==> src/rtl/sync_fifo_param_pkg.sv <==
// Shared types and elaboration helpers for the parametrised synchronous FIFO family.
package sync_fifo_param_pkg;

  typedef enum logic {
    RD_STANDARD = 1'b0,
    RD_FWFT     = 1'b1
  } rd_mode_e;

  function automatic int unsigned fifo_log2(input int unsigned n);
    int unsigned r;
    r = 0;
    for (int unsigned i = 0; i < 32; i++) begin
      if ((32'd1 << i) < n) r = i + 1;
    end
    return r;
  endfunction

  function automatic logic is_pow2(input int unsigned n);
    return (n != 0) && ((n & (n - 1)) == 0);
  endfunction

endpackage

==> src/rtl/fifo_ram.sv <==
// Simple dual-port storage for the FIFO: synchronous write, asynchronous read, no reset.
module fifo_ram #(
  parameter int unsigned data_width = 8,
  parameter int unsigned fifo_depth = 32,
  parameter int unsigned addr_width = 5
) (
  input  logic                  clk,
  input  logic                  we,
  input  logic [addr_width-1:0] waddr,
  input  logic [data_width-1:0] wdata,
  input  logic [addr_width-1:0] raddr,
  output logic [data_width-1:0] rdata
);

  logic [data_width-1:0] mem [fifo_depth];

  always_ff @(posedge clk) begin
    if (we) mem[waddr] <= wdata;
  end

  assign rdata = mem[raddr];

endmodule

==> src/rtl/sync_fifo_param.sv <==
// Single-clock FIFO with standard/FWFT read mode, occupancy count, almost flags
// and one-cycle overflow/underflow pulses.
module sync_fifo_param
  import sync_fifo_param_pkg::*;
#(
  parameter int unsigned data_width = 8,
  parameter int unsigned fifo_depth = 32,
  parameter int unsigned addr_width = fifo_log2(fifo_depth),
  parameter int unsigned fwft       = 0,
  parameter int unsigned af_thresh  = fifo_depth - 2,
  parameter int unsigned ae_thresh  = 2
) (
  input  logic                  clk,
  input  logic                  rst_n,
  input  logic                  wr_en,
  input  logic [data_width-1:0] din,
  input  logic                  rd_en,
  output logic [data_width-1:0] dout,
  output logic                  full,
  output logic                  empty,
  output logic                  almost_full,
  output logic                  almost_empty,
  output logic [addr_width:0]   count,
  output logic                  overflow,
  output logic                  underflow
);

  localparam int unsigned PW = addr_width + 1;
  localparam rd_mode_e    RD_MODE = (fwft != 0) ? RD_FWFT : RD_STANDARD;

  if (!is_pow2(fifo_depth) || fifo_depth < 4) begin : g_bad_depth
    $error("sync_fifo_param: fifo_depth must be a power of two >= 4");
  end
  if (!(ae_thresh < af_thresh && af_thresh <= fifo_depth)) begin : g_bad_thresh
    $error("sync_fifo_param: require ae_thresh < af_thresh <= fifo_depth");
  end

  logic [addr_width:0]   wr_ptr;
  logic [addr_width:0]   rd_ptr;
  logic                  wr_acc;
  logic                  rd_acc;
  logic [data_width-1:0] rd_data;

  // Flags depend only on registered pointers, so request inputs never reach outputs.
  assign count        = wr_ptr - rd_ptr;
  assign empty        = (wr_ptr == rd_ptr);
  assign full         = (wr_ptr[addr_width-1:0] == rd_ptr[addr_width-1:0]) &&
                        (wr_ptr[addr_width] != rd_ptr[addr_width]);
  assign almost_full  = (count >= PW'(af_thresh));
  assign almost_empty = (count <= PW'(ae_thresh));

  assign wr_acc = wr_en && !full;
  assign rd_acc = rd_en && !empty;

  always_ff @(posedge clk or negedge rst_n) begin
    if (!rst_n) begin
      wr_ptr    <= '0;
      rd_ptr    <= '0;
      overflow  <= 1'b0;
      underflow <= 1'b0;
    end else begin
      if (wr_acc) wr_ptr <= wr_ptr + 1'b1;
      if (rd_acc) rd_ptr <= rd_ptr + 1'b1;
      overflow  <= wr_en && full;
      underflow <= rd_en && empty;
    end
  end

  fifo_ram #(
    .data_width (data_width),
    .fifo_depth (fifo_depth),
    .addr_width (addr_width)
  ) u_ram (
    .clk   (clk),
    .we    (wr_acc),
    .waddr (wr_ptr[addr_width-1:0]),
    .wdata (din),
    .raddr (rd_ptr[addr_width-1:0]),
    .rdata (rd_data)
  );

  if (RD_MODE == RD_FWFT) begin : g_fwft
    assign dout = rd_data;
  end else begin : g_std
    logic [data_width-1:0] dout_q;
    always_ff @(posedge clk or negedge rst_n) begin
      if (!rst_n)      dout_q <= '0;
      else if (rd_acc) dout_q <= rd_data;
    end
    assign dout = dout_q;
  end

endmodule

==> config.mk <==
export PLATFORM = sky130hd
export DESIGN_NAME = sync_fifo_param
export DESIGN_NICKNAME = d
export VERILOG_FILES = /design/src/rtl/sync_fifo_param_pkg.sv /design/src/rtl/fifo_ram.sv /design/src/rtl/sync_fifo_param.sv
export SDC_FILE = /design/constraint.sdc
export NUM_CORES = 1
export LEC_CHECK = 0
export CAP_MARGIN = 10
export CORE_MARGIN = 4
export CORE_UTILIZATION = 50
export CTS_BUF_LIST = sky130_fd_sc_hd__clkbuf_8
export DETAILED_ROUTE_END_ITERATION = 12
export PLACE_DENSITY_LB_ADDON = 0.12
export SLEW_MARGIN = 10
export SYNTH_ARGS = -nofsm -noshare
export SYNTH_HDL_FRONTEND = slang
export SYNTH_SLANG_ARGS = --single-unit
==> constraint.sdc <==
create_clock -name clk -period 5 [get_ports clk]
set_clock_uncertainty 0.05 [all_clocks]
set_input_delay 1 -clock clk [delete_from_list [all_inputs] [get_ports clk]]
set_output_delay 1 -clock clk [all_outputs]
set_load 0.005 [all_outputs]
# ---- After elaboration in Yosys (flattened, before gate mapping)
# Memory sizes are Yosys's and may differ from the RTL's. A register that Yosys moved wholly into a read port is not among the register bits.
# Index checks and enable logic that the tools add are counted.
dict set report totals {
  ramBits 256
  register_bits 14
  n_memories 1
}
# name depth word_bits read_ports rd_clocked_by_memory_dff write_ports line
set mem_list {}
lappend mem_list {u_ram.mem 32 8 1 1 1 fifo_ram.sv:15} ;# logic [data_width-1:0] mem [fifo_depth];
dict set report op_classes {
  n_reduce_logical 8
  n_eq_ne 3
  addsub 3
  mux 2
  magnitude_cmp 2
}
# cell n
set ops {}
lappend ops {{$add A6 B1 Y6 const B} 2}
lappend ops {{$eq A6 B6 Y1} 1}
lappend ops {{$ge A6 B5 Y1 const B} 1}
lappend ops {{$le A6 B2 Y1 const B} 1}
lappend ops {{$sub A6 B6 Y6} 1}
lappend ops {{$eq A5 B5 Y1} 1}
lappend ops {{$logic_and A1 B1 Y1} 5}
lappend ops {{$logic_not A1 Y1} 3}
lappend ops {{$mux W1} 2}
lappend ops {{$ne A1 B1 Y1} 1}

# ---- Longest topological paths before layout
# Gate-level depths: netlist of run 1.
dict set report depth {
  word_depth 6
  depth_mapped 11
}

# ---- By module
# A second synthesis of run 1 with hierarchy kept.
dict set report unflattened {
  hier_cells 532
  hier_area_um2 11061.9
}
# module n_inst area_each_um2 cells_per_inst seq_area_each_um2
set by_module_without_submodules {}
lappend by_module_without_submodules {fifo_ram 1 9893.2 409 7687.4}
lappend by_module_without_submodules {sync_fifo_param 1 1168.6 123 550.5}

# ---- Worst setup path before layout of run 1
# No wires, ideal clock.
dict set report synth_path {
  path_kind {flip-flop to output port}
  startpoint {register rd_ptr[1]}
  endpoint {output port almost_full}
  required_ps 3950
  path_stages_with_launch 11
  setup_slack_ps 1594
  n_path_buf 2
  t_arrival_ps 2356
  path_cell_list {dfrtp_1 > buf_4 > clkinv_1 > clkbuf_1 > ha_1 > nor2b_1 > o21ai_0 > a21boi_0 > or4_1 > nand3_1 > a41o_1}
}
dict set report synth_between {
  elab_chain_cells 2
}
# item line
set synth_rtl {}
lappend synth_rtl {{start, declared} sync_fifo_param.sv:39} ;# logic [addr_width:0] rd_ptr;
lappend synth_rtl {{start signal, assigned} sync_fifo_param.sv:63} ;# if (rd_acc) rd_ptr <= rd_ptr + 1'b1;
lappend synth_rtl {{$sub A6 B6 Y6} sync_fifo_param.sv:45} ;# assign count = wr_ptr - rd_ptr;
lappend synth_rtl {{named net count[5]} sync_fifo_param.sv:23} ;# output logic [addr_width:0] count,
lappend synth_rtl {{$ge A6 B5 Y1} sync_fifo_param.sv:49} ;# assign almost_full = (count >= PW'(af_thresh));
lappend synth_rtl {{end, declared} sync_fifo_param.sv:21} ;# output logic almost_full,
# The timed path passes the listed nets, and every way through them passes these cells.

# ---- Final worst setup path of run 1
dict set report layout_path {
  startpoint {register rd_ptr[0]}
  endpoint {output port almost_full}
}
dict set report layout_between {
  elab_chain_cells 2
}
# item line
set layout_rtl {}
lappend layout_rtl {{$sub A6 B6 Y6} sync_fifo_param.sv:45}
lappend layout_rtl {{$ge A6 B5 Y1} sync_fifo_param.sv:49}
# Every way passes these cells.

==> impl_table.tex, run 1 <==
\begin{tabular}{lr}
\hline
Metric & Value \\
\hline
\multicolumn{2}{l}{\textbf{Min path}} \\
\quad Class of the tightest hold or removal check & reg -> reg \\
\multicolumn{2}{l}{\textbf{Worst setup path}} \\
\quad Critical path start-end classification & reg -> out \\
\quad CP Capture Type & primary output \\
\quad Critical path data required time & 3.95 ns \\
\quad Worst-path cell with the longest stage delay & sky130\_fd\_sc\_hd\_\_dfrtp\_4 \\
\quad Arrival time of the worst setup path & 3.28 ns \\
\quad Critical path startpoint category & register \\
\quad Maximum fanout along the worst path & 31 \\
\quad Crit-path cells & ha\_1 > inv\_1 > fa\_1 > nand2\_1 > nand2\_1 > a21oi\_1 > xnor2\_1 > a41o\_1 > clkdlybuf4s50\_1 \\
\quad Most repeated library cell on the critical path & sky130\_fd\_sc\_hd\_\_nand2\_1 \\
\quad Delay of the slowest cell on the worst path & 0.81 ns \\
\multicolumn{2}{l}{\textbf{Synthesis}} \\
\quad Portion of the post-synthesis area used by sequential elements & 73.53\% \\
\quad Warnings from Yosys & 0 \\
\quad Total nets after synthesis & 637 \\
\quad Fraction of synthesized cell area in xor and xnor cells & 1.005\% \\
\quad Number of different library cells in the post-synthesis netlist & 46 \\
\quad Synth Flop Type & sky130\_fd\_sc\_hd\_\_edfxtp\_1 \\
\quad Compound-cell area share of the yosys netlist & 3.540\% \\
\quad Synthesized cell area & 11200 um2 \\
\quad Largest family of logic cells by synthesized area & multiplexers \\
\quad Cells after Synth & 614 \\
\quad Post-synth EDFFs & 256 \\
\quad Adder-cell share of the synthesized area & 1.296\% \\
\quad Fraction of synthesized area in multiplexers & 13.42\% \\
\quad Share of flip-flops with an asynchronous set or reset & 7.914\% \\
\quad Mean area per synthesized cell & 18.25 um2 \\
\quad Synthesized-area fraction occupied by and/or/nand/nor cells & 5.003\% \\
\quad Flip-flop and latch count after synthesis & 278 \\
\multicolumn{2}{l}{\textbf{Job}} \\
\quad Max-capacitance violation count & 0 \\
\multicolumn{2}{l}{\textbf{Floorplanning}} \\
\quad Area enclosed by the die boundary & 24860 um2 \\
\quad IO Pins & 32 \\
\quad Placeable core region & 21960 um2 \\
\quad Horizontal die dimension & 157.7 um \\
\quad Die extent in y & 157.7 um \\
\quad Initial Utilization & 51.02\% \\
\quad Core Rows & 54 \\
\multicolumn{2}{l}{\textbf{Routing}} \\
\quad Detailed router's first-iteration violation count & 583 \\
\quad Vias & 5725 \\
\quad DRC violation count after routing & 0 \\
\quad Vias per inst & 5.842 \\
\quad DR pass1 iterations & 5 \\
\quad Average detailed-routed wire length per instance & 24.14 um \\
\quad Wire length after detailed routing & 23.65 mm \\
\quad Remaining antenna violation count after routing & 0 \\
\multicolumn{2}{l}{\textbf{Clock tree}} \\
\quad Count of clock tree sinks & 278 \\
\quad Max clock buf depth & 3 \\
\quad Htree depth & 2 \\
\quad Clock tree from TritonCTS & yes \\
\quad Resized Gates After CTS & 0 \\
\quad Clock-pin slew reported for the worst setup and hold paths after clock tree synthesis & 0.06 ns \\
\quad Hold buffer count at CTS & 0 \\
\quad Num CTS Buffers & 45 \\
\quad Cell chosen for the clock root & sky130\_fd\_sc\_hd\_\_clkbuf\_8 \\
\quad Post-CTS Setup Bufs & 0 \\
\quad Clock insertion delay at the later pin of the skew report & 0.55 ns \\
\multicolumn{2}{l}{\textbf{Place}} \\
\quad Placer congestion estimate & 0.8742 \\
\quad Detailed placer's ending HPWL & 14.54 mm \\
\quad Count of input and output buffers & 31 \\
\multicolumn{2}{l}{\textbf{Power}} \\
\quad Standby leakage power & 4.190 nW \\
\quad Pwr dens & 560.0 nW/um2 \\
\quad Maximum resistive drop on vdd & 0.2886 mV \\
\quad Design Power & 6.978 mW \\
\multicolumn{2}{l}{\textbf{Timing}} \\
\quad Worst hold margin & 0.4828 ns \\
\quad Number of hold-slack violations in the final timing report & 0 \\
\quad Peak Freq & 230.9 MHz \\
\quad RSZ-0062 raised after global routing & false \\
\quad Total negative slack for setup checks & 0 ns \\
\quad Max transition margin & 32.27\% \\
\quad Post-route fraction of the period consumed by the critical path & 86.63\% \\
\quad Final critical-path required period & 4.331 ns \\
\quad Final max-slew violation count & 0 \\
\quad Slew of the pin with the lowest slew margin & 1.013 ns \\
\quad Final number of setup-violating endpoints & 0 \\
\multicolumn{2}{l}{\textbf{Final layout}} \\
\quad Commonest non-fill, non-tap cell in the layout & sky130\_fd\_sc\_hd\_\_edfxtp\_1 \\
\quad Count of inserted antenna diode cells & 0 \\
\quad Synth-to-Final Area Change & 11.22\% \\
\quad Post-layout util & 56.75\% \\
\quad Proportion of layout cells with a drive suffix above 1 & 16.71\% \\
\quad Number of filler cells placed in the layout & 1664 \\
\quad Commonest cells after routing, fill and taps aside & sky130\_fd\_sc\_hd\_\_edfxtp\_1 (256), sky130\_fd\_sc\_hd\_\_nor2\_1 (61), sky130\_fd\_sc\_hd\_\_clkbuf\_8 (45), sky130\_fd\_sc\_hd\_\_mux4\_2 (42), sky130\_fd\_sc\_hd\_\_mux2i\_1 (40) \\
\quad NumNets Final & 694 \\
\multicolumn{2}{l}{\textbf{Global route}} \\
\quad Global-route total usage across every layer & 19.59\% \\
\quad Via count of the first global-routing pass & 5996 \\
\quad Initial antenna violation count & 0 \\
\quad Total overflow reported by the global router & 0 \\
\quad Wire length of the first global-routing pass & 36.05 mm \\
\quad Pin count of the biggest net entering global routing & 53 \\
\multicolumn{2}{l}{\textbf{Outcome}} \\
\quad Status & finished, final reports clean \\
\hline
\end{tabular}
-- synthesized netlist by cell type, types with 10 or more instances --
cell / number / area share (%)
sky130_fd_sc_hd__mux2i_1: 40 / 3.6
sky130_fd_sc_hd__mux4_2: 42 / 8.4
sky130_fd_sc_hd__o21ai_0: 15 / 0.67
sky130_fd_sc_hd__buf_2: 11 / 0.49
sky130_fd_sc_hd__nor2_1: 61 / 2.0
sky130_fd_sc_hd__a221oi_1: 16 / 1.3
sky130_fd_sc_hd__edfxtp_1: 256 / 69
sky130_fd_sc_hd__nand2_1: 31 / 1.0
sky130_fd_sc_hd__nor3_1: 10 / 0.45
sky130_fd_sc_hd__dfrtp_1: 22 / 4.9
sky130_fd_sc_hd__a21oi_1: 10 / 0.45
sky130_fd_sc_hd__ha_1: 10 / 1.1
-- cell families (layout without fill, tap and decap cells) --
family | after synthesis | in the layout
buffers and inverters | 39 | 125
adders and majority gates | 11 | 11
xor gates and xnor gates | 12 | 12
muxes | 88 | 88
DFF | 278 | 278
AOI/OAI and AO/OA | 60 | 60
and+or+nand+nor | 126 | 126
-- stage by stage --
| stage | setup slack [ns] | area, um2 | instances |
|---|---|---|---|
| final | 0.6685 | 12460 | 980 |
| after global routing | 0.3786 | 12460 | 980 |
| after CTS | 0.5971 | 12480 | 980 |
| after detailed placement | 1.214 | 11720 | 904 |
| after global placement | 1.232 | 11720 | 904 |
| after floorplan | 1.594 | 11200 | 614 |
-- registers in the layout, summed over array words and instances, names as in the netlist --
register / flops
u_ram.mem: 256
dout: 8
rd_ptr: 6
wr_ptr: 6
overflow: 1
underflow: 1
-- metal layers --
metal	up-vias	wire length, um	global-route usage [%]
li1	2545	-	-
met1	2935	10640	28.78
met2	203	10880	29.61
met3	42	1543	4.073
met4	0	592	6.760
met5	-	0	0
-- critical path: cells and delay by family (launching register included) --
family | cells | cell delay, ns
adder cells (fa/ha/maj) | 2 | 0.67
flip-flops | 1 | 0.81
AO/OA/AOI/OAI | 2 | 0.37
AND/OR/NAND/NOR | 2 | 0.13
XOR/XNOR | 1 | 0.18
buffers and inverters | 2 | 0.56
-- power by group --
part / leakage, nW / switching, mW / internal [mW]
combinational: 1.19 / 1.28 / 1.06
clock: 0.432 / 0.850 / 0.839
sequential: 2.57 / 0.199 / 2.76
-- layout make-up --
class | count | area (um2) | area share, %
clock buffer | 45 | 619.3 | 4.970
clock inverter | 31 | 137.6 | 1.105
timing repair buffer | 40 | 357.8 | 2.872
multi-input combinational | 297 | 2719 | 21.82
sequential | 278 | 8243 | 66.15
tap | 280 | 350.3 | 2.812
inverter | 9 | 33.78 | 0.2711
-- worst paths after layout --
check | endpoint | slack (ns) | cells after the start | start
min | rd_ptr[5]$_DFFE_PN0P_ | 0.48 | 1 | rd_ptr[5]$_DFFE_PN0P_
min in group asynchronous | wr_ptr[1]$_DFFE_PN0P_ | 0.96 | 1 | rst_n
min reg2reg | rd_ptr[5]$_DFFE_PN0P_ | 0.48 | 1 | rd_ptr[5]$_DFFE_PN0P_
max in group asynchronous | rd_ptr[0]$_DFFE_PN0P_ | 3.21 | 1 | rst_n
max | almost_full | 0.67 | 9 | rd_ptr[0]$_DFFE_PN0P_
max reg2reg | u_ram.mem[24][0]$_DFFE_PP_ | 1.24 | 6 | rd_ptr[0]$_DFFE_PN0P_
Power figures use the tool's default switching activity.
==> inputs of run 2 (changes only) <==
- CORE_ASPECT_RATIO: unset -> 0.8
- SLEW_MARGIN: 10 -> 40
==> impl_table.tex, run 2 (same netlist as run 1, synthesis figures left out) <==
\begin{tabular}{lr}
\hline
Metric & Value \\
\hline
\multicolumn{2}{l}{\textbf{Outcome}} \\
\quad Status & finished, final reports clean \\
\multicolumn{2}{l}{\textbf{Clock tree}} \\
\quad Num CTS Buffers & 42 (-6.7\%) \\
\quad Hold buffer count at CTS & 0 (unchanged) \\
\quad Clock-pin slew reported for the worst setup and hold paths after clock tree synthesis & 0.06 ns (about the same) \\
\quad Htree depth & 2 (unchanged) \\
\quad Max clock buf depth & 3 (unchanged) \\
\quad Post-CTS Setup Bufs & 0 (unchanged) \\
\quad Clock insertion delay at the later pin of the skew report & 0.55 ns (about the same) \\
\quad Resized Gates After CTS & 0 (unchanged) \\
\quad Clock tree from TritonCTS & yes \\
\quad Cell chosen for the clock root & sky130\_fd\_sc\_hd\_\_clkbuf\_8 \\
\quad Count of clock tree sinks & 278 (unchanged) \\
\multicolumn{2}{l}{\textbf{Routing}} \\
\quad Average detailed-routed wire length per instance & 23.82 um (-1.3\%) \\
\quad DRC violation count after routing & 0 (unchanged) \\
\quad Detailed router's first-iteration violation count & 561 (-3.8\%) \\
\quad Vias per inst & 5.784 (-0.98\%) \\
\quad DR pass1 iterations & 5 (unchanged) \\
\quad Remaining antenna violation count after routing & 0 (unchanged) \\
\quad Wire length after detailed routing & 23.87 mm (+0.90\%) \\
\quad Vias & 5796 (+1.2\%) \\
\multicolumn{2}{l}{\textbf{Floorplanning}} \\
\quad Die extent in y & 141.9 um (-10\%) \\
\quad Horizontal die dimension & 175.4 um (+11\%) \\
\quad Placeable core region & 21800 um2 (-0.72\%) \\
\quad Core Rows & 48 (-11\%) \\
\quad IO Pins & 32 (unchanged) \\
\quad Area enclosed by the die boundary & 24880 um2 (about the same) \\
\quad Initial Utilization & 51.39\% (+0.37 points) \\
\multicolumn{2}{l}{\textbf{Power}} \\
\quad Standby leakage power & 4.239 nW (+1.2\%) \\
\quad Pwr dens & 562.8 nW/um2 (+0.50\%) \\
\quad Maximum resistive drop on vdd & 0.3063 mV (+6.1\%) \\
\multicolumn{2}{l}{\textbf{Timing}} \\
\quad Final max-slew violation count & 0 (unchanged) \\
\quad Post-route fraction of the period consumed by the critical path & 87.33\% (+0.70 points) \\
\quad Max transition margin & 44.21\% (+12 points) \\
\quad Final number of setup-violating endpoints & 0 (unchanged) \\
\quad Peak Freq & 229.0 MHz (-0.80\%) \\
\quad Final critical-path required period & 4.366 ns (+0.03496 ns) \\
\quad Final worst setup slack & 0.6336 ns (-0.03496 ns) \\
\quad Slew of the pin with the lowest slew margin & 0.8338 ns (-0.1790 ns) \\
\quad Number of hold-slack violations in the final timing report & 0 (unchanged) \\
\quad Total negative slack for setup checks & 0 ns (unchanged) \\
\quad RSZ-0062 raised after global routing & false \\
\multicolumn{2}{l}{\textbf{Worst setup path}} \\
\quad Largest delay contributor family on the critical path & buffers and inverters \\
\quad Crit-path cells & inv\_1 > ha\_1 > o21ai\_0 > a21boi\_0 > nor2\_1 > a211o\_1 > nor3\_1 > clkdlybuf4s50\_1 \\
\quad Worst-path cell with the longest stage delay & sky130\_fd\_sc\_hd\_\_clkdlybuf4s50\_1 \\
\quad Reg2reg setup slack & 1.11 ns (-0.13 ns) \\
\quad CP Capture Type & primary output \\
\quad Crit path buf inv count & 2 (unchanged) \\
\quad Delay of the slowest cell on the worst path & 0.53 ns (-0.28 ns) \\
\quad Critical path startpoint category & register \\
\quad Critical path start-end classification & reg -> out \\
\quad Critical path data required time & 3.95 ns (about the same) \\
\quad Maximum fanout along the worst path & 11 (-65\%) \\
\quad Arrival time of the worst setup path & 3.32 ns (+0.04 ns) \\
\multicolumn{2}{l}{\textbf{Final layout}} \\
\quad Commonest cells after routing, fill and taps aside & sky130\_fd\_sc\_hd\_\_edfxtp\_1 (256), sky130\_fd\_sc\_hd\_\_nor2\_1 (53), sky130\_fd\_sc\_hd\_\_clkbuf\_8 (43), sky130\_fd\_sc\_hd\_\_mux4\_2 (42), sky130\_fd\_sc\_hd\_\_mux2i\_1 (40) \\
\quad Commonest non-fill, non-tap cell in the layout & sky130\_fd\_sc\_hd\_\_edfxtp\_1 \\
\quad Register containing the most flip-flops in the final layout & u\_ram.mem \\
\quad NumNets Final & 692 (-0.29\%) \\
\quad Proportion of layout cells with a drive suffix above 1 & 17.09\% (+0.38 points) \\
\quad Area of all placed cells without fillers & 12540 um2 (+0.67\%) \\
\quad Max reg flops & 256 (unchanged) \\
\quad Count of inserted antenna diode cells & 0 (unchanged) \\
\quad Synth-to-Final Area Change & 11.97\% \\
\multicolumn{2}{l}{\textbf{Global route}} \\
\quad Wire length of the first global-routing pass & 36.65 mm (+1.7\%) \\
\quad Global-route total usage across every layer & 19.80\% (+0.21 points) \\
\quad Pin count of the biggest net entering global routing & 53 (unchanged) \\
\quad GR Util met1 & 32.23\% (+3.5 points) \\
\quad Met3 layer usage reported by global route & 4.182\% (+0.11 points) \\
\quad Initial antenna violation count & 0 (unchanged) \\
\quad Met2 usage & 27.42\% (-2.2 points) \\
\quad Via count of the first global-routing pass & 5847 (-2.5\%) \\
\quad Most used routing layer in global routing & met1 \\
\quad Total overflow reported by the global router & 0 (unchanged) \\
\multicolumn{2}{l}{\textbf{Place}} \\
\quad Detailed placer's ending HPWL & 14.85 mm (+2.1\%) \\
\quad Placer congestion estimate & 0.8595 (-1.7\%) \\
\quad Placement-stage cell area & 11740 um2 (+0.14\%) \\
\quad Worst setup slack before clock tree synthesis & 1.233 ns (+0.01934 ns) \\
\quad Count of input and output buffers & 31 (unchanged) \\
\multicolumn{2}{l}{\textbf{Job}} \\
\quad Max-capacitance violation count & 0 (unchanged) \\
\multicolumn{2}{l}{\textbf{Min path}} \\
\quad Class of the tightest hold or removal check & in -> async \\
\hline
\end{tabular}
-- run 2: worst register-to-register path, cell delays in order (launching register included) --
cell	delay [ns]
sky130_fd_sc_hd__dfrtp_1	0.32
sky130_fd_sc_hd__buf_4	0.28
sky130_fd_sc_hd__inv_1	0.22
sky130_fd_sc_hd__ha_1	0.38
sky130_fd_sc_hd__and4_1	0.20
sky130_fd_sc_hd__and3_1	0.21
sky130_fd_sc_hd__nor2b_1	0.56
sky130_fd_sc_hd__nand2_1	0.53
sky130_fd_sc_hd__nor2_1	0.76
-- run 2: stage by stage --
step / utilization (%) / hold slack [ns] / cells / total power, mW
floorplan: - / 0.4301 / 614 / 4.540
global placement: 53.93 / 0.4534 / 925 / 5.319
detailed placement: 53.85 / 0.4660 / 925 / 5.358
CTS: 57.45 / 0.3729 / 1002 / 7.105
global route: 57.54 / 0.3828 / 1002 / 7.452
finish: 57.54 / 0.3715 / 1002 / 7.060
-- run 2: final cells by class --
class,count,area (um2)
Inverter,9,33.78
Fill cell,1682,9256
Sequential cell,278,8243
Tap cell,300,375.4
Clock inverter,34,192.7
Clock buffer,43,591.8
Timing Repair Buffer,41,369.1
Multi-Input combinational cell,297,2739
-- run 2: where the power goes --
| part | switching, mW | internal [mW] | total (mW) |
|---|---|---|---|
| Sequential | 0.191 | 2.76 | 2.95 |
| Combinational | 1.31 | 1.06 | 2.38 |
| Clock | 0.831 | 0.906 | 1.74 |
| Total | 2.33 | 4.73 | 7.06 |
-- run 2: final timing paths --
kind / startpoint / endpoint / cells after the start
max: rd_ptr[2]$_DFFE_PN0P_ / almost_empty / 8
min: rst_n / rd_ptr[1]$_DFFE_PN0P_ / 1
max reg2reg: rd_ptr[3]$_DFFE_PN0P_ / u_ram.mem[27][4]$_DFFE_PP_ / 8
min reg2reg: wr_ptr[5]$_DFFE_PN0P_ / wr_ptr[5]$_DFFE_PN0P_ / 1
max in group asynchronous: rst_n / rd_ptr[0]$_DFFE_PN0P_ / 1
min in group clk: wr_ptr[5]$_DFFE_PN0P_ / wr_ptr[5]$_DFFE_PN0P_ / 1
-- run 2: routing by layer --
layer	share of wire [%]	up-vias
li1	-	2551
met1	48	3002
met2	43	204
met3	7.3	39
met4	1.6	0
met5	0	-
==> inputs of run 3 (changes only) <==
- CTS_BUF_LIST: sky130_fd_sc_hd__clkbuf_8 -> unset
- SKIP_CTS_REPAIR_TIMING: unset -> 1
==> impl_table.tex, run 3 (same netlist as run 1, synthesis figures left out) <==
\begin{tabular}{lr}
\hline
Metric & Value \\
\hline
\multicolumn{2}{l}{\textbf{Timing}} \\
\quad Worst hold margin & 0.3977 ns (+0.02612 ns) \\
\quad Total negative slack for setup checks & 0 ns (unchanged) \\
\quad Final number of setup-violating endpoints & 0 (unchanged) \\
\quad RSZ-0062 raised after global routing & false \\
\quad Final worst setup slack & 0.7055 ns (+0.07191 ns) \\
\quad Final max-slew violation count & 0 (unchanged) \\
\quad Number of hold-slack violations in the final timing report & 0 (unchanged) \\
\quad Final critical-path required period & 4.294 ns (-0.07191 ns) \\
\quad Slew of the pin with the lowest slew margin & 0.8210 ns (-0.01285 ns) \\
\quad Max transition margin & 45.07\% (+0.86 points) \\
\quad Peak Freq & 232.9 MHz (+1.7\%) \\
\quad Post-route fraction of the period consumed by the critical path & 85.89\% (-1.4 points) \\
\multicolumn{2}{l}{\textbf{Final layout}} \\
\quad Synth-to-Final Area Change & 11.86\% (about the same) \\
\quad Max reg flops & 256 (unchanged) \\
\quad Register containing the most flip-flops in the final layout & u\_ram.mem \\
\quad Count of inserted antenna diode cells & 0 (unchanged) \\
\quad Number of filler cells placed in the layout & 1667 (-0.89\%) \\
\quad Commonest cells after routing, fill and taps aside & sky130\_fd\_sc\_hd\_\_edfxtp\_1 (256), sky130\_fd\_sc\_hd\_\_nor2\_1 (54), sky130\_fd\_sc\_hd\_\_mux4\_2 (42), sky130\_fd\_sc\_hd\_\_mux2i\_1 (40), sky130\_fd\_sc\_hd\_\_nand2\_1 (31) \\
\quad Commonest non-fill, non-tap cell in the layout & sky130\_fd\_sc\_hd\_\_edfxtp\_1 \\
\quad NumNets Final & 676 (-2.3\%) \\
\quad Proportion of layout cells with a drive suffix above 1 & 15.65\% (-1.4 points) \\
\multicolumn{2}{l}{\textbf{Global route}} \\
\quad Via count of the first global-routing pass & 5675 (-2.9\%) \\
\quad Global-route total usage across every layer & 19.22\% (-0.58 points) \\
\quad Total overflow reported by the global router & 0 (unchanged) \\
\quad Wire length of the first global-routing pass & 35.91 mm (-2.0\%) \\
\quad Met2 usage & 26.87\% (-0.55 points) \\
\quad Initial antenna violation count & 0 (unchanged) \\
\quad Most used routing layer in global routing & met1 \\
\quad Pin count of the biggest net entering global routing & 53 (unchanged) \\
\quad Met3 layer usage reported by global route & 3.170\% (-1.0 points) \\
\quad GR Util met1 & 32.07\% (-0.17 points) \\
\multicolumn{2}{l}{\textbf{Routing}} \\
\quad Wire length after detailed routing & 23.51 mm (-1.5\%) \\
\quad Detailed router's first-iteration violation count & 597 (+6.4\%) \\
\quad DRC violation count after routing & 0 (unchanged) \\
\quad Average detailed-routed wire length per instance & 24.21 um (+1.7\%) \\
\quad Vias & 5708 (-1.5\%) \\
\quad Remaining antenna violation count after routing & 0 (unchanged) \\
\quad Vias per inst & 5.878 (+1.6\%) \\
\quad DR pass1 iterations & 5 (unchanged) \\
\multicolumn{2}{l}{\textbf{Floorplanning}} \\
\quad IO Pins & 32 (unchanged) \\
\quad Core Rows & 48 (unchanged) \\
\quad Placeable core region & 21800 um2 (unchanged) \\
\quad Area enclosed by the die boundary & 24880 um2 (unchanged) \\
\quad Horizontal die dimension & 175.4 um (unchanged) \\
\quad Initial Utilization & 51.39\% (unchanged) \\
\quad Die extent in y & 141.9 um (unchanged) \\
\multicolumn{2}{l}{\textbf{Place}} \\
\quad Worst setup slack before clock tree synthesis & 1.233 ns (unchanged) \\
\quad Detailed placer's ending HPWL & 14.85 mm (unchanged) \\
\quad Placer congestion estimate & 0.8595 (unchanged) \\
\quad Count of input and output buffers & 31 (unchanged) \\
\multicolumn{2}{l}{\textbf{Power}} \\
\quad Maximum resistive drop on vdd & 0.3578 mV (+17\%) \\
\quad Pwr dens & 569.3 nW/um2 (+1.2\%) \\
\quad Standby leakage power & 4.141 nW (-2.3\%) \\
\multicolumn{2}{l}{\textbf{Clock tree}} \\
\quad Htree depth & 1 (-1) \\
\quad Clock insertion delay at the later pin of the skew report & 0.53 ns (-0.02 ns) \\
\quad Clock-pin slew reported for the worst setup and hold paths after clock tree synthesis & 0.07 ns (about the same) \\
\quad Num CTS Buffers & 26 (-38\%) \\
\quad Clock tree from TritonCTS & yes \\
\quad Count of clock tree sinks & 278 (unchanged) \\
\quad Cell chosen for the clock root & sky130\_fd\_sc\_hd\_\_clkbuf\_16 \\
\quad Max clock buf depth & 3 (unchanged) \\
\multicolumn{2}{l}{\textbf{Worst setup path}} \\
\quad CP Capture Type & primary output \\
\quad Critical path startpoint category & register \\
\quad Critical path data required time & 3.95 ns (about the same) \\
\quad Critical path start-end classification & reg -> out \\
\quad Arrival time of the worst setup path & 3.24 ns (-0.08 ns) \\
\quad Maximum fanout along the worst path & 11 (unchanged) \\
\multicolumn{2}{l}{\textbf{Job}} \\
\quad Max-capacitance violation count & 0 (unchanged) \\
\multicolumn{2}{l}{\textbf{Min path}} \\
\quad Class of the tightest hold or removal check & in -> async \\
\multicolumn{2}{l}{\textbf{Outcome}} \\
\quad Status & finished, final reports clean \\
\hline
\end{tabular}
## run 3: area by class of cell
type                    count  area, um2  area share, %
clock inverters            16      108.9         0.8686
repair buffers             41      369.1          2.945
well taps                 300      375.4          2.995
flip-flops and latches    278       8243          65.77
multi-input cells         297       2736          21.84
inverters                   9      33.78         0.2696
clock buffers              30      665.6          5.312
## run 3: power breakdown
part	switching [mW]	internal (mW)	total, mW
Combinational	1.31	1.06	2.37
Sequential	0.191	2.75	2.95
Clock	0.812	1.00	1.81
## run 3: per-layer routing
metal	routed length, um	vias to the layer above	part of all wire, %
met5	0	-	0
met1	11340	2931	48
met4	380	0	1.6
li1	-	2512	-
met2	9971	233	42
met3	1821	32	7.7
## run 3: path summary, 6_finish.rpt
path                                              end  cells after the start                  start  slack [ns]
min                             rd_ptr[5]$_DFFE_PN0P_                      1                  rst_n        0.40
min reg2reg                     wr_ptr[5]$_DFFE_PN0P_                      1  wr_ptr[5]$_DFFE_PN0P_        0.47
max reg2reg                u_ram.mem[27][6]$_DFFE_PP_                      8  rd_ptr[3]$_DFFE_PN0P_        1.13
max                                      almost_empty                      8  rd_ptr[2]$_DFFE_PN0P_        0.71
max in group asynchronous       rd_ptr[0]$_DFFE_PN0P_                      1                  rst_n        4.11
min in group clk                wr_ptr[5]$_DFFE_PN0P_                      1  wr_ptr[5]$_DFFE_PN0P_        0.47
## run 3: through the flow
step / cells / total power [mW] / utilization [%] / area (um2)
floorplan: 614 / 4.540 / - / 11200
global placement: 925 / 5.319 / 53.93 / 11760
detailed placement: 925 / 5.358 / 53.85 / 11740
CTS: 971 / 7.164 / 57.40 / 12510
global route: 971 / 7.493 / 57.48 / 12530
finish: 971 / 7.134 / 57.48 / 12530
## run 3: critical path: stages (launching register included)
cell and delay [ns]:
sky130_fd_sc_hd__dfrtp_2 0.40, sky130_fd_sc_hd__inv_1 0.44, sky130_fd_sc_hd__ha_1 0.34, sky130_fd_sc_hd__o21ai_0 0.13, sky130_fd_sc_hd__a21boi_0 0.31, sky130_fd_sc_hd__nor2_1 0.14
sky130_fd_sc_hd__a211o_1 0.28, sky130_fd_sc_hd__nor3_1 0.16, sky130_fd_sc_hd__clkdlybuf4s50_1 0.53
